File: config.mk
export PLATFORM = sky130hd
export DESIGN_NAME = lsu_timed
export DESIGN_NICKNAME = d
export VERILOG_FILES = /design/src/rtl/lsu_pkg.sv /design/src/rtl/lsu_timeout_ctr.sv /design/src/rtl/lsu_timed.sv
export SDC_FILE = /design/constraint.sdc
export NUM_CORES = 1
export LEC_CHECK = 0
export ABC_AREA = 1
export CORE_MARGIN = 3
export CORE_UTILIZATION = 49
export CTS_CLUSTER_SIZE = 28
export DETAILED_ROUTE_END_ITERATION = 6
export PLACE_DENSITY = 0.95
export SLEW_MARGIN = 15
export SYNTH_ARGS = -nofsm -noshare
export SYNTH_HDL_FRONTEND = slang
export SYNTH_SLANG_ARGS = --single-unit
File: constraint.sdc
create_clock -name clk -period 3.9 [get_ports clk]
set_input_delay 1.17 -clock clk [delete_from_list [all_inputs] [get_ports clk]]
set_output_delay 1.17 -clock clk [all_outputs]
set_load 0.005 [all_outputs]
File: src/rtl/lsu_pkg.sv
// Shared LSU definitions: state encoding seen by the core scheduler and
// the core pipeline states the LSU reacts to.
package lsu_pkg;

  typedef enum logic [2:0] {
    LSU_IDLE       = 3'd0,
    LSU_REQUESTING = 3'd1,
    LSU_WAITING    = 3'd2,
    LSU_DONE       = 3'd3,
    LSU_ERROR      = 3'd4
  } lsu_state_t;

  localparam logic [2:0] CORE_REQUEST = 3'b011;
  localparam logic [2:0] CORE_UPDATE  = 3'b110;

  // A disabled timeout (0) still needs a one-bit counter to stay legal.
  function automatic int ctr_width(input int timeout);
    return (timeout < 1) ? 1 : $clog2(timeout + 1);
  endfunction

endpackage

File: src/rtl/lsu_timeout_ctr.sv
// Saturating WAITING-cycle counter; flags expiry on the last allowed cycle
// so the owner can leave WAITING on that same edge.
module lsu_timeout_ctr
  import lsu_pkg::*;
#(
  parameter int TIMEOUT = 16
) (
  input  logic clk,
  input  logic reset,
  input  logic enable_i,
  input  logic clear_i,
  input  logic incr_i,
  output logic expired_o
);

  localparam int W = ctr_width(TIMEOUT);
  localparam logic [W-1:0] LIMIT = W'(TIMEOUT - 1);

  logic [W-1:0] count_q;

  // count cycles, holding when the thread is disabled and never wrapping
  always_ff @(posedge clk) begin
    if (reset) begin
      count_q <= '0;
    end else if (enable_i) begin
      if (clear_i) begin
        count_q <= '0;
      end else if (incr_i && (count_q != {W{1'b1}})) begin
        count_q <= count_q + 1'b1;
      end
    end
  end

  assign expired_o = (TIMEOUT != 0) && (count_q == LIMIT);

endmodule

File: src/rtl/lsu_timed.sv
// Per-thread load/store unit with a bounded wait for the memory response;
// a response that never arrives parks the unit in ERROR until UPDATE.
module lsu_timed
  import lsu_pkg::*;
#(
  parameter int DATA_W  = 8,
  parameter int ADDR_W  = 8,
  parameter int TIMEOUT = 16
) (
  input  logic              clk,
  input  logic              reset,
  input  logic              enable,
  input  logic [2:0]        core_state,
  input  logic              mem_read_en,
  input  logic              mem_write_en,
  input  logic [ADDR_W-1:0] rs,
  input  logic [DATA_W-1:0] rt,
  output logic              mem_read_valid,
  output logic [ADDR_W-1:0] mem_read_address,
  input  logic              mem_read_ready,
  input  logic [DATA_W-1:0] mem_read_data,
  output logic              mem_write_valid,
  output logic [ADDR_W-1:0] mem_write_address,
  output logic [DATA_W-1:0] mem_write_data,
  input  logic              mem_write_ready,
  output logic [2:0]        lsu_state,
  output logic [DATA_W-1:0] lsu_out,
  output logic              lsu_error
);

  lsu_state_t        state_q;
  logic              is_write_q;
  logic              read_valid_q;
  logic              write_valid_q;
  logic [ADDR_W-1:0] read_addr_q;
  logic [ADDR_W-1:0] write_addr_q;
  logic [DATA_W-1:0] write_data_q;
  logic [DATA_W-1:0] out_q;
  logic              error_q;

  logic ack_s;
  logic expired_s;

  // only the channel of the latched operation may complete it
  assign ack_s = is_write_q ? mem_write_ready : mem_read_ready;

  lsu_timeout_ctr #(.TIMEOUT(TIMEOUT)) u_timeout (
    .clk      (clk),
    .reset    (reset),
    .enable_i (enable),
    .clear_i  (state_q == LSU_REQUESTING),
    .incr_i   ((state_q == LSU_WAITING) && !ack_s),
    .expired_o(expired_s)
  );

  // operation sequencing with all outputs registered
  always_ff @(posedge clk) begin
    if (reset) begin
      state_q       <= LSU_IDLE;
      is_write_q    <= 1'b0;
      read_valid_q  <= 1'b0;
      write_valid_q <= 1'b0;
      read_addr_q   <= '0;
      write_addr_q  <= '0;
      write_data_q  <= '0;
      out_q         <= '0;
      error_q       <= 1'b0;
    end else if (enable) begin
      case (state_q)
        LSU_IDLE: begin
          if (core_state == CORE_REQUEST) begin
            if (mem_read_en && mem_write_en) begin
              state_q <= LSU_ERROR;
              error_q <= 1'b1;
            end else if (mem_read_en || mem_write_en) begin
              is_write_q <= mem_write_en;
              state_q    <= LSU_REQUESTING;
            end
          end
        end
        LSU_REQUESTING: begin
          if (is_write_q) begin
            write_valid_q <= 1'b1;
            write_addr_q  <= rs;
            write_data_q  <= rt;
          end else begin
            read_valid_q <= 1'b1;
            read_addr_q  <= rs;
          end
          state_q <= LSU_WAITING;
        end
        LSU_WAITING: begin
          // a response on the expiry cycle still counts as a completion
          if (ack_s) begin
            if (!is_write_q) begin
              out_q <= mem_read_data;
            end
            read_valid_q  <= 1'b0;
            write_valid_q <= 1'b0;
            state_q       <= LSU_DONE;
          end else if (expired_s) begin
            read_valid_q  <= 1'b0;
            write_valid_q <= 1'b0;
            state_q       <= LSU_ERROR;
            error_q       <= 1'b1;
          end
        end
        LSU_DONE, LSU_ERROR: begin
          if (core_state == CORE_UPDATE) begin
            state_q <= LSU_IDLE;
            error_q <= 1'b0;
          end
        end
        default: begin
          state_q       <= LSU_IDLE;
          read_valid_q  <= 1'b0;
          write_valid_q <= 1'b0;
          error_q       <= 1'b0;
        end
      endcase
    end
  end

  assign lsu_state         = state_q;
  assign lsu_out           = out_q;
  assign lsu_error         = error_q;
  assign mem_read_valid    = read_valid_q;
  assign mem_read_address  = read_addr_q;
  assign mem_write_valid   = write_valid_q;
  assign mem_write_address = write_addr_q;
  assign mem_write_data    = write_data_q;

endmodule

==> results.py <==
metrics = {
    "timing": {
        "worstMarginPinSlew_ns": 0.442,
        "rsz0062_at_grt": "no",
        "final-max-slew-violation-count": 0,
        "finalHoldViolCount": 0,
        "setup_slack_ns": 1.36,
        "setup_viol": 0,
        "fmax_mhz": 394,
        "max_slew_margin_pct": 70.6,
        "layout_min_cycle_time_ns": 2.54,
        "tns_ns": 0,
        "finalCritPeriodShare_pct": 65.1,
        "fin_skew_ns": 0.00575,
    },
    "clock_tree": {
        "clock_sinks": 44,
        "cts-htree-levels": 2,
        "cts_tree": "built",
        "cts_buffer_depth": 2,
        "cts_resized": 0,
        "numCtsBuffers": 5,
        "cts_root_buffer": "clkbuf_8",
        "clock_latency_ns": 0.30,
        "cts.clk_slew.worst_paths_ns": 0.08,
        "post_cts_buffers": 0,
        "cts_hold_buf": 0,
    },
    "power_and_ir_drop": {
        "peakVddDrop_v": 0.000289,
        "total_power_mw": 1.37,
        "p_leak_nw": 1.15,
        "cellPowerDensity_mw_per_mm2": 466,
    },
    "routing": {
        "route.detailed.drc": 0,
        "vias_per_cell": 5.02,
        "drt_wl_total_mm": 5.17,
        "drtAntennaViolNets": 0,
        "wl_per_cell_um": 12.7,
        "drt_iter0_markers": 111,
        "drt_first_pass_iters": 4,
        "vias": 2044,
    },
    "worst_setup_path": {
        "crit_path_start_kind": "register",
        "crit_chain": "clkdlybuf4s50_1",
        "cp_max_fo": 8,
        "cpMaxStageDelayCell": "clkdlybuf4s50_1",
        "critPathTopFamily": "buffers and inverters",
        "slowest_delay_ns": 0.57,
        "crit_arrival_ns": 1.37,
        "path_buf_inv": 1,
        "setup.worst_path.start": "lsu_state[0]",
        "crit_type": "register to output port",
        "critPathRequiredTime_ns": 2.73,
        "worstReg2RegStart": "u_timeout.count_q[0]",
        "cp-end-kind": "output port",
    },
    "die": {
        "rows": 23,
        "die-area_mm2": 0.00513,
        "fp.dieW_um": 71.6,
        "initial_utilization_pct": 51.6,
        "coreArea_mm2": 0.00409,
        "die_h_um": 71.6,
        "io_pins": 72,
    },
    "yosys": {
        "synth_cell_types": 27,
        "syn-cell-area_mm2": 0.00211,
        "ys_top_cells_by_area": "dfxtp_1 (42%), nor2_1 (11%), inv_1 (5.7%)",
        "synth_edf_count": 0,
        "synth-seq-cells": 44,
        "synthArstFlopShare_pct": 0,
        "synthFlopType": "dfxtp_1",
        "synth_seq_area_share_pct": 41.8,
        "synth.net_count": 322,
        "netlist_top_cells_count": "nor2_1 (61), dfxtp_1 (44), inv_1 (32), nand2_1 (29), nand3_1 (17)",
        "yosysMostFrequentCell": "nor2_1",
        "synth.avg_cell_area_um2": 7.40,
        "syn_inst": 285,
        "synth_top_area_share_pct": 41.8,
        "yosys_warnings": 0,
        "synth_top_cell_by_area": "dfxtp_1",
    },
    "placed_design": {
        "hpwlAfterDp_mm": 3.94,
        "port_buffers": 71,
        "placed_cells": 399,
        "pre_cts_ws_ns": 1.14,
        "gp_congestion": 0.934,
    },
    "final_layout": {
        "multi_input_area_mm2": 0.00101,
        "area_delta_synth_final_pct": 38.9,
        "nNetsFinal": 393,
        "final_layout_size_suffix_gt1_share_pct": 14.6,
        "fin_cells": 407,
        "nFillCells": 305,
        "seq_area_um2": 881,
        "diodes": 0,
    },
    "job": {
        "drv_cap": 0,
    },
    "run_status": {
        "status": "finished clean",
    },
    "global_routing": {
        "grt_max_degree": 33,
        "antenna_found_initial": 0,
        "grt_pass1_vias": 1882,
        "grt_first_pass_wirelength_mm": 8.43,
        "grt.overflow.total": 0,
        "gr-usage-all-layers_pct": 20.5,
    },
    "worst_hold_path": {
        "hold_start": "mem_write_data[0]",
        "hold_path_class": "register to register",
    },
}
==> state kept, by name, indices dropped and copies added, names as in the netlist <==
signal / cells
mem_write_data: 8
mem_read_address: 8
mem_write_address: 8
u_timeout.count_q: 5
lsu_state: 3
lsu_out: 8
mem_write_valid: 1
lsu_error: 1
mem_read_valid: 1
is_write_q: 1
==> metrics by stage <==
step	hold WS, ns	area, um2	utilization [%]
3_3_place_gp	0.436	2830	69.3
4_1_cts	0.447	2930	71.7
3_5_place_dp	0.435	2830	69.3
5_1_grt	0.459	2930	71.7
6_report	0.447	2930	71.7
2_1_floorplan	0.440	2110	-
==> area by class of cell <==
type / instances / share of cell area, %
multi-input combinational: 192 / 34.4
sequential: 44 / 30.1
timing repair buffer: 72 / 24.5
inverter: 41 / 5.60
tap: 50 / 2.14
clock inverter: 2 / 0.470
clock buffer: 6 / 2.82
==> routing by layer <==
layer	track usage [%]	up-vias	wire [um]
met5	0	-	0
met4	7.31	0	120
met1	25.2	927	2070
met2	33.5	65	2580
met3	7.01	14	394
li1	-	1038	-
==> cells by family after synthesis <==
kind of cell,share of synthesized area [%]
AO/OA/AOI/OAI,17.1
XOR/XNOR,0.416
adder cells (fa/ha/maj),1.78
buffers and inverters,10.4
flip-flops,41.8
AND/OR/NAND/NOR,28.5
==> cells in the final DEF, fill, tap and decap left out, types with 3 or more instances in the layout <==
cell,Yosys,layout
o21ai_2,6,6
inv_2,6,6
dfxtp_1,44,44
nand3_1,17,17
nor2_2,7,7
a21oi_1,13,13
clkbuf_8,0,6
nand2_1,29,29
nor2_1,61,61
clkdlybuf4s50_1,0,71
inv_1,32,32
ha_1,3,3
a21oi_2,10,10
o21ai_1,16,16
o21ai_0,15,15
nand2_2,6,6
==> where the power goes <==
part,switching (mW),leakage [nW],total [mW],internal (mW)
sequential,0.0572,0.356,0.562,0.505
clock,0.155,0.0516,0.300,0.145
combinational,0.277,0.741,0.503,0.226
total,0.489,1.15,1.37,0.876
==> final timing paths <==
check,endpoint,slack (ns),cells past startpoint
max,lsu_state[0],1.36,1
max reg2reg,mem_write_valid,2.16,11
min reg2reg,mem_write_data[0],0.45,2
min,mem_write_data[0],0.45,2
Power figures use the tool's default switching activity.
